`config.mk`:
```
export PLATFORM = sky130hd
export DESIGN_NAME = rl_particle_cache_loader
export DESIGN_NICKNAME = d
export VERILOG_FILES = /design/src/rtl/rl_particle_cache_loader.sv
export SDC_FILE = /design/constraint.sdc
export NUM_CORES = 1
export LEC_CHECK = 0
export ABC_AREA = 1
export BUFFER_PORTS_ARGS = -buffer_cell sky130_fd_sc_hd__buf_2
export CORE_UTILIZATION = 45
export DETAILED_ROUTE_END_ITERATION = 12
export PLACE_DENSITY = 0.73
export REMOVE_ABC_BUFFERS = 1
export SYNTH_ARGS = -nofsm -noshare
export SYNTH_HDL_FRONTEND = slang
export SYNTH_SLANG_ARGS = --single-unit
```
`constraint.sdc`:
```
create_clock -name clk -period 1.8 [get_ports clk]
set_input_delay 0.18 -clock clk [delete_from_list [all_inputs] [get_ports clk]]
set_output_delay 0.18 -clock clk [all_outputs]
set_load 0.01 [all_outputs]
```
`src/rtl/rl_particle_cache_loader.sv`:
```
// Write side of the home/neighbor particle position RAMs: streams a home cell then a
// neighbor cell into the x/y/z RAMs, then starts the LJ evaluation unit and waits for done.

module rl_cell_writer #(
  parameter int DATA_WIDTH = 32,
  parameter int NUM        = 100,
  parameter int AW         = 7
) (
  input  logic                  clk,
  input  logic                  rst,
  input  logic                  clear,
  input  logic                  wr_req,
  input  logic [DATA_WIDTH-1:0] x,
  input  logic [DATA_WIDTH-1:0] y,
  input  logic [DATA_WIDTH-1:0] z,
  output logic                  wren,
  output logic [AW-1:0]         wraddr,
  output logic [DATA_WIDTH-1:0] wrdata_x,
  output logic [DATA_WIDTH-1:0] wrdata_y,
  output logic [DATA_WIDTH-1:0] wrdata_z,
  output logic [AW:0]           count,
  output logic                  drop
);
  localparam logic [AW:0] MAX = (AW+1)'(NUM);

  logic room;
  assign room = (count < MAX);
  // a word for a full cell is discarded; the caller latches the sticky error
  assign drop = wr_req & ~room;

  always_ff @(posedge clk or negedge rst) begin
    if (!rst) begin
      wren     <= 1'b0;
      wraddr   <= '0;
      wrdata_x <= '0;
      wrdata_y <= '0;
      wrdata_z <= '0;
      count    <= '0;
    end else begin
      wren <= 1'b0;
      if (clear) begin
        count <= '0;
      end else if (wr_req && room) begin
        wren     <= 1'b1;
        wraddr   <= count[AW-1:0];
        wrdata_x <= x;
        wrdata_y <= y;
        wrdata_z <= z;
        count    <= count + (AW+1)'(1);
      end
    end
  end
endmodule

module rl_particle_cache_loader #(
  parameter int DATA_WIDTH              = 32,
  parameter int REF_PARTICLE_NUM        = 100,
  parameter int REF_RAM_ADDR_WIDTH      = 7,
  parameter int NEIGHBOR_PARTICLE_NUM   = 100,
  parameter int NEIGHBOR_RAM_ADDR_WIDTH = 7
) (
  input  logic                               clk,
  input  logic                               rst,
  input  logic                               load_req,
  input  logic                               in_valid,
  output logic                               in_ready,
  input  logic [DATA_WIDTH-1:0]              in_x,
  input  logic [DATA_WIDTH-1:0]              in_y,
  input  logic [DATA_WIDTH-1:0]              in_z,
  input  logic                               in_last,
  output logic                               ref_wren,
  output logic [REF_RAM_ADDR_WIDTH-1:0]      ref_wraddr,
  output logic [DATA_WIDTH-1:0]              ref_wrdata_x,
  output logic [DATA_WIDTH-1:0]              ref_wrdata_y,
  output logic [DATA_WIDTH-1:0]              ref_wrdata_z,
  output logic                               neighbor_wren,
  output logic [NEIGHBOR_RAM_ADDR_WIDTH-1:0] neighbor_wraddr,
  output logic [DATA_WIDTH-1:0]              neighbor_wrdata_x,
  output logic [DATA_WIDTH-1:0]              neighbor_wrdata_y,
  output logic [DATA_WIDTH-1:0]              neighbor_wrdata_z,
  output logic                               eval_start,
  input  logic                               eval_done,
  output logic [REF_RAM_ADDR_WIDTH:0]        ref_count,
  output logic [NEIGHBOR_RAM_ADDR_WIDTH:0]   neighbor_count,
  output logic                               busy,
  output logic                               overflow_err
);
  typedef enum logic [2:0] {IDLE, LOAD_REF, LOAD_NBR, START_EVAL, WAIT_DONE} state_t;

  state_t state, state_nxt;
  logic   hs, clear, drop_ref, drop_nbr;

  assign hs       = in_valid & in_ready;
  assign clear    = (state == IDLE) & load_req;
  assign in_ready = (state == LOAD_REF) | (state == LOAD_NBR);
  assign busy     = (state != IDLE);

  always_comb begin
    state_nxt = state;
    case (state)
      IDLE:       if (load_req)        state_nxt = LOAD_REF;
      LOAD_REF:   if (hs && in_last)   state_nxt = LOAD_NBR;
      LOAD_NBR:   if (hs && in_last)   state_nxt = START_EVAL;
      START_EVAL:                      state_nxt = WAIT_DONE;
      WAIT_DONE:  if (eval_done)       state_nxt = IDLE;
      default:                         state_nxt = IDLE;
    endcase
  end

  // eval_start is registered out of START_EVAL so it trails the final RAM write by a cycle
  always_ff @(posedge clk or negedge rst) begin
    if (!rst) begin
      state        <= IDLE;
      eval_start   <= 1'b0;
      overflow_err <= 1'b0;
    end else begin
      state      <= state_nxt;
      eval_start <= (state == START_EVAL);
      if (clear)                     overflow_err <= 1'b0;
      else if (drop_ref || drop_nbr) overflow_err <= 1'b1;
    end
  end

  rl_cell_writer #(.DATA_WIDTH(DATA_WIDTH), .NUM(REF_PARTICLE_NUM), .AW(REF_RAM_ADDR_WIDTH)) u_ref (
    .clk(clk), .rst(rst), .clear(clear), .wr_req(hs && (state == LOAD_REF)),
    .x(in_x), .y(in_y), .z(in_z),
    .wren(ref_wren), .wraddr(ref_wraddr),
    .wrdata_x(ref_wrdata_x), .wrdata_y(ref_wrdata_y), .wrdata_z(ref_wrdata_z),
    .count(ref_count), .drop(drop_ref)
  );

  rl_cell_writer #(.DATA_WIDTH(DATA_WIDTH), .NUM(NEIGHBOR_PARTICLE_NUM), .AW(NEIGHBOR_RAM_ADDR_WIDTH)) u_nbr (
    .clk(clk), .rst(rst), .clear(clear), .wr_req(hs && (state == LOAD_NBR)),
    .x(in_x), .y(in_y), .z(in_z),
    .wren(neighbor_wren), .wraddr(neighbor_wraddr),
    .wrdata_x(neighbor_wrdata_x), .wrdata_y(neighbor_wrdata_y), .wrdata_z(neighbor_wrdata_z),
    .count(neighbor_count), .drop(drop_nbr)
  );
endmodule
```
Word-level counts from Yosys, hierarchy flattened --
Index checks and enable logic that the tools add are counted.
Cells by class: add/sub/neg operators 2, order comparisons 2, eq/ne operators 8, multiplexer cells 15, bitwise gates (word level) 8, reduce and logical (&&, ||, !) cells 14
Operators by type and width (count):
- $mux W8 | 4
- $add A8 B1 Y8 const B | 2
- $lt A8 B7 Y1 const B | 2
- $pmux W3 S5 | 1
- $mux W3 | 4
- $ne A2 B2 Y1 const B | 4
- $eq A3 B2 Y1 const B | 2
- $mux W1 | 6
- $reduce_bool A2 Y1 | 3
- $logic_and A1 B1 Y1 | 5
- $and A1 B1 Y1 | 4
- $reduce_and A2 Y1 | 2
- $reduce_and A4 Y1 | 1
- $eq A3 B1 Y1 const B | 1
- $eq A3 B3 Y1 const B | 1
- $logic_not A3 Y1 | 1
- $not A1 Y1 | 3
- $reduce_bool A3 Y1 | 1
- $logic_or A1 B1 Y1 | 1
- $or A1 B1 Y1 | 1
Word-level totals: register bits after elaboration 229, bits of input ports 102, output and inout bits 228, logic and storage cells 64

Logic depth before layout (Yosys ltp) --
depth in word-level cells 8, gate-level depth with buffers 8, gate-level depth less buffers 8

Hierarchy --
From an unflattened synthesis, not the netlist that was laid out.
Second synthesis, totals: cell total of the unflattened synthesis 1072, area, all modules 9865.7 µm²
Modules (own cells, without submodules):
- rl_cell_writer | times used 2, cells an instance 519, area each 4799.6 µm²
- rl_particle_cache_loader | times used 1, cells an instance 34, area each 266.5 µm²

Least setup slack after synthesis --
No wires, ideal clock.
kind reg2reg, start point register state[0], end point register u_nbr.wrdata_y[21], arrival 1.279 ns, required time 1.682 ns, path slack 0.403 ns, stages on the path, launching flop included 9, period minus slack after synthesis 1.397 ns, path through dfrtp_1 nor2_4 nand2_2 nor2_4 nand3_4 buf_6 buf_2 nand2_1 o21ai_2
Between the ends: cells in the longest elaborated chain, start to end 6, elaborated cells between the ends (all ways) 10
Ends and longest elaborated chain:
- start: declaration | RTL line 90 | state_t state, state_nxt;
- start signal: assignment | RTL line 117 | state <= state_nxt;
- $eq A3 B1 Y1 or $eq A3 B2 Y1 (tied branches) | RTL line 95, 133
- $or A1 B1 Y1 | RTL line 95 | assign in_ready = (state == LOAD_REF) | (state == LOAD_NBR);
- $and A1 B1 Y1 | RTL line 93 | assign hs = in_valid & in_ready;
- $logic_and A1 B1 Y1 | RTL line 133 | .clk(clk), .rst(rst), .clear(clear), .wr_req(hs && (state == LOAD_NBR)),
- $logic_and A1 B1 Y1 | RTL line 43 | end else if (wr_req && room) begin
- $reduce_and A2 Y1 (no line) *
- end signal: assignment | RTL line 47 | wrdata_y <= y;
- end: declaration | RTL line 19 | output logic [DATA_WIDTH-1:0] wrdata_y,
Every way passes the cells marked *; elsewhere a longest branch is shown, timed or not. A chain may end at the register's enable or synchronous reset.

Final worst setup path --
start point register state[2], end point register u_ref.wrdata_x[21]
Between the ends: cells in the longest elaborated chain, start to end 6, elaborated cells between the ends (all ways) 10
Ends and longest elaborated chain:
- $eq A3 B1 Y1 or $eq A3 B2 Y1 (tied branches) | RTL line 95, 125
- $or A1 B1 Y1 | RTL line 95
- $and A1 B1 Y1 | RTL line 93
- $logic_and A1 B1 Y1 | RTL line 125 | .clk(clk), .rst(rst), .clear(clear), .wr_req(hs && (state == LOAD_REF)),
- $logic_and A1 B1 Y1 | RTL line 43
- $reduce_and A2 Y1 (no line) *
- end signal: assignment | RTL line 35 | wrdata_x <= '0;
- end signal: assignment | RTL line 46 | wrdata_x <= x;
- end: declaration | RTL line 18 | output logic [DATA_WIDTH-1:0] wrdata_x,
Marked as above.

==> metrics <==
status=complete, no violations; worst r2r src=state[2]$_DFFE_PN0P_; Cells after Synth=924; synthesized cell area=9060 sq um; Worst Path Arrival=2.03 ns; Max VDD drop=between 1 and 1.5 mV; CTS tree=done; GP Congestion=around 0.80; dpl hpwl=15.83 mm; Initial Utilization=0.4625; via density per instance=about 4.7; Root Buffer=clkbuf_16; TritonCTS Buffers=25; drt wl/cell=15.02 microns; Distinct cells, synth=21; CTS H-tree lvls=1; CTS Buffer Depth=3; layout cells sized above 1=0.3109; max cap viols=0; final worst path period share=0.9106; DRC viols=0; RSZ-0062 raised after global routing=no; ANT nets after route=0; GRT Resource Usage Total=0.2322; Startpoint Class=flop; core box area=slightly below 20000 sq um; worst slack, placed=between 0.15 and 0.2 ns; clk_skew=between 0.008 and 0.009 ns; n_diodes=0; CP Capture Type=flop; worst-skew pair later-pin latency=0.50 ns; PwrDens=1692 nW/um^2; Setup violations, final=0; reg2reg setup slack=approximately 0.16 ns; Hold Path Class=in2async; num ports=330; register area share after synthesis=0.6325; 1st-iter DRT viols=263; Leakage Power=7.039 nW; Avg Inst Size Synth=9.805 sq um; die span in y=143.9 microns; #FFs+latches synth=229; Reg clk slew, reported paths=0.06 ns; fin cells=1632; Final min period=1.639 ns; Final Max Slew Viols=0; area grow syn2layout=40.74%; endpoints failing hold=0; via count=7738; Die Area=20700 sq um; Worst R2R End=u_ref.wrdata_x[21]$_DFFE_PN0P_; placed cell count=1491; Overall Power=21.57 mW; Synth warnings=0; Worst Max-Slew Pin Slew=0.3994 ns; CTS Sinks=229; Layout Nets=1458; worst setup margin=~0.16 ns; Rel. slew slack=0.7337; initial antenna violation count=0; final wirelength=24.51 mm; GRT overflow=0; first-pass GRT wire length=about 38 mm; Fmax=0.6101 GHz; Die X=143.9 microns; largest net degree at the start of global routing=a little over 90; Initial DRT Pass Iterations=5; post-CTS setup buffer count=0; Hold Slack=0.1780 ns; I/O Buffers=329; CP Max Fanout=42; Std-Cell Rows=51; number of global-route vias before repair=7669; FF-to-FF path depth=7; CP Class=reg2reg; final setup TNS=0 ns; Crit path required time=2.19 ns
[through the flow]
step	instance area [sq um]	utilization
3_5_place_dp	10970	0.5601
3_3_place_gp	10970	0.5601
4_1_cts	12750	0.6509
2_1_floorplan	8677	-
5_1_grt	12750	0.6509
6_report	12750	0.6509
[cells in the mapped netlist]
master	number	area (sq um)
buf_1	1	3.750
buf_2	6	30.03
buf_6	26	292.8
clkbuf_1	15	56.30
dfrtp_1	229	5731
ha_1	2	25.02
inv_1	119	446.7
inv_2	3	11.26
nand2_1	258	968.4
nand2_2	1	6.260
nand3_1	30	150.1
nand3_4	2	35.03
nor2_1	8	30.03
nor2_2	2	12.51
nor2_4	2	22.52
nor3_1	1	5.000
o21ai_0	61	305.3
o21ai_1	121	605.6
o21ai_2	29	254.0
o21bai_1	1	7.510
xor2_1	7	61.31
[how the worst max path moves through the flow]
stage | from | end | slack [ns] | depth (start not counted)
2_1_floorplan | state[0]$_DFFE_PN0P_ | u_nbr.count[0]$_DFFE_PN0P_ | -0.84 | 6
3_3_place_gp | state[2]$_DFFE_PN0P_ | u_ref.count[4]$_DFFE_PN0P_ | 0.22 | 9
3_5_place_dp | state[2]$_DFFE_PN0P_ | u_ref.count[3]$_DFFE_PN0P_ | 0.20 | 9
4_1_cts | state[0]$_DFFE_PN0P_ | in_ready | 0.15 | 4
5_1_grt | u_nbr.count[4]$_DFFE_PN0P_ | u_nbr.wrdata_x[16]$_DFFE_PN0P_ | 0.02 | 8
6_report | state[2]$_DFFE_PN0P_ | u_ref.wrdata_x[21]$_DFFE_PN0P_ | 0.16 | 7
[cell usage in the layout, fill, tap and decap left out, types with 3 or more instances in the layout]
cell type and count:
dlygate4sd3_1 101, clkinv_2 4, inv_2 3, nor2_1 8, clkbuf_16 25, buf_12 12
xor2_1 7, dfrtp_1 229, clkbuf_8 5, nand3_1 30, o21ai_1 121, inv_1 119
o21ai_0 61, clkbuf_1 4, buf_2 328, buf_4 9, o21ai_2 29, nand2_1 258
[layer usage]
| metal | track usage | part of all wire |
|---|---|---|
| met4 | 0.1109 | 0.042 |
| met3 | 0.05332 | 0.073 |
| met1 | 0.2783 | 0.40 |
| met5 | 0 | 0 |
| met2 | 0.3938 | 0.49 |
[registers in the layout, indices dropped and copies added (netlist names)]
register        count
u_nbr.wrdata_x     32
u_nbr.wrdata_y     32
u_nbr.wrdata_z     32
u_ref.wrdata_x     32
u_ref.wrdata_y     32
u_ref.wrdata_z     32
u_nbr.count         8
u_ref.count         8
u_nbr.wraddr        7
u_ref.wraddr        7
state               3
eval_start          1
overflow_err        1
u_nbr.wren          1
u_ref.wren          1
[what timing repair did]
item,in CTS,in global routing
gates resized for setup,0,0
hold buffers,101,0
endpoints found under the hold margin,420,0
[worst max-delay path, stage by stage, from the launching register on]
cell and delay (ns):
dfrtp_1 0.44, nor2_2 0.12, nand2_1 0.09, nor2_2 0.16, nand3_4 0.12, buf_12 0.17, buf_12 0.17, o21ai_0 0.25
[cell families after synthesis]
kind of cell,share of synthesized area
AND/OR/NAND/NOR,0.1358
flip-flops,0.6325
AO/OA/AOI/OAI,0.1294
buffers and inverters,0.09280
XOR/XNOR,0.006767
adder cells (fa/ha/maj),0.002762
[report_power, final]
part | switching [mW] | internal [mW] | leakage (nW)
sequential | 1.28 | 7.44 | 2.91
clock | 1.94 | 2.87 | 0.379
combinational | 4.76 | 3.29 | 3.75
[layout make-up]
class	count	area, sq um
tap	265	331.6
multi-input combinational	525	2489
clock buffer	34	709.4
fill	1567	6839
inverter	122	457.9
clock inverter	6	57.56
timing repair buffer	451	2975
sequential	229	5731
No activity file was read; power rests on OpenSTA's default activity.
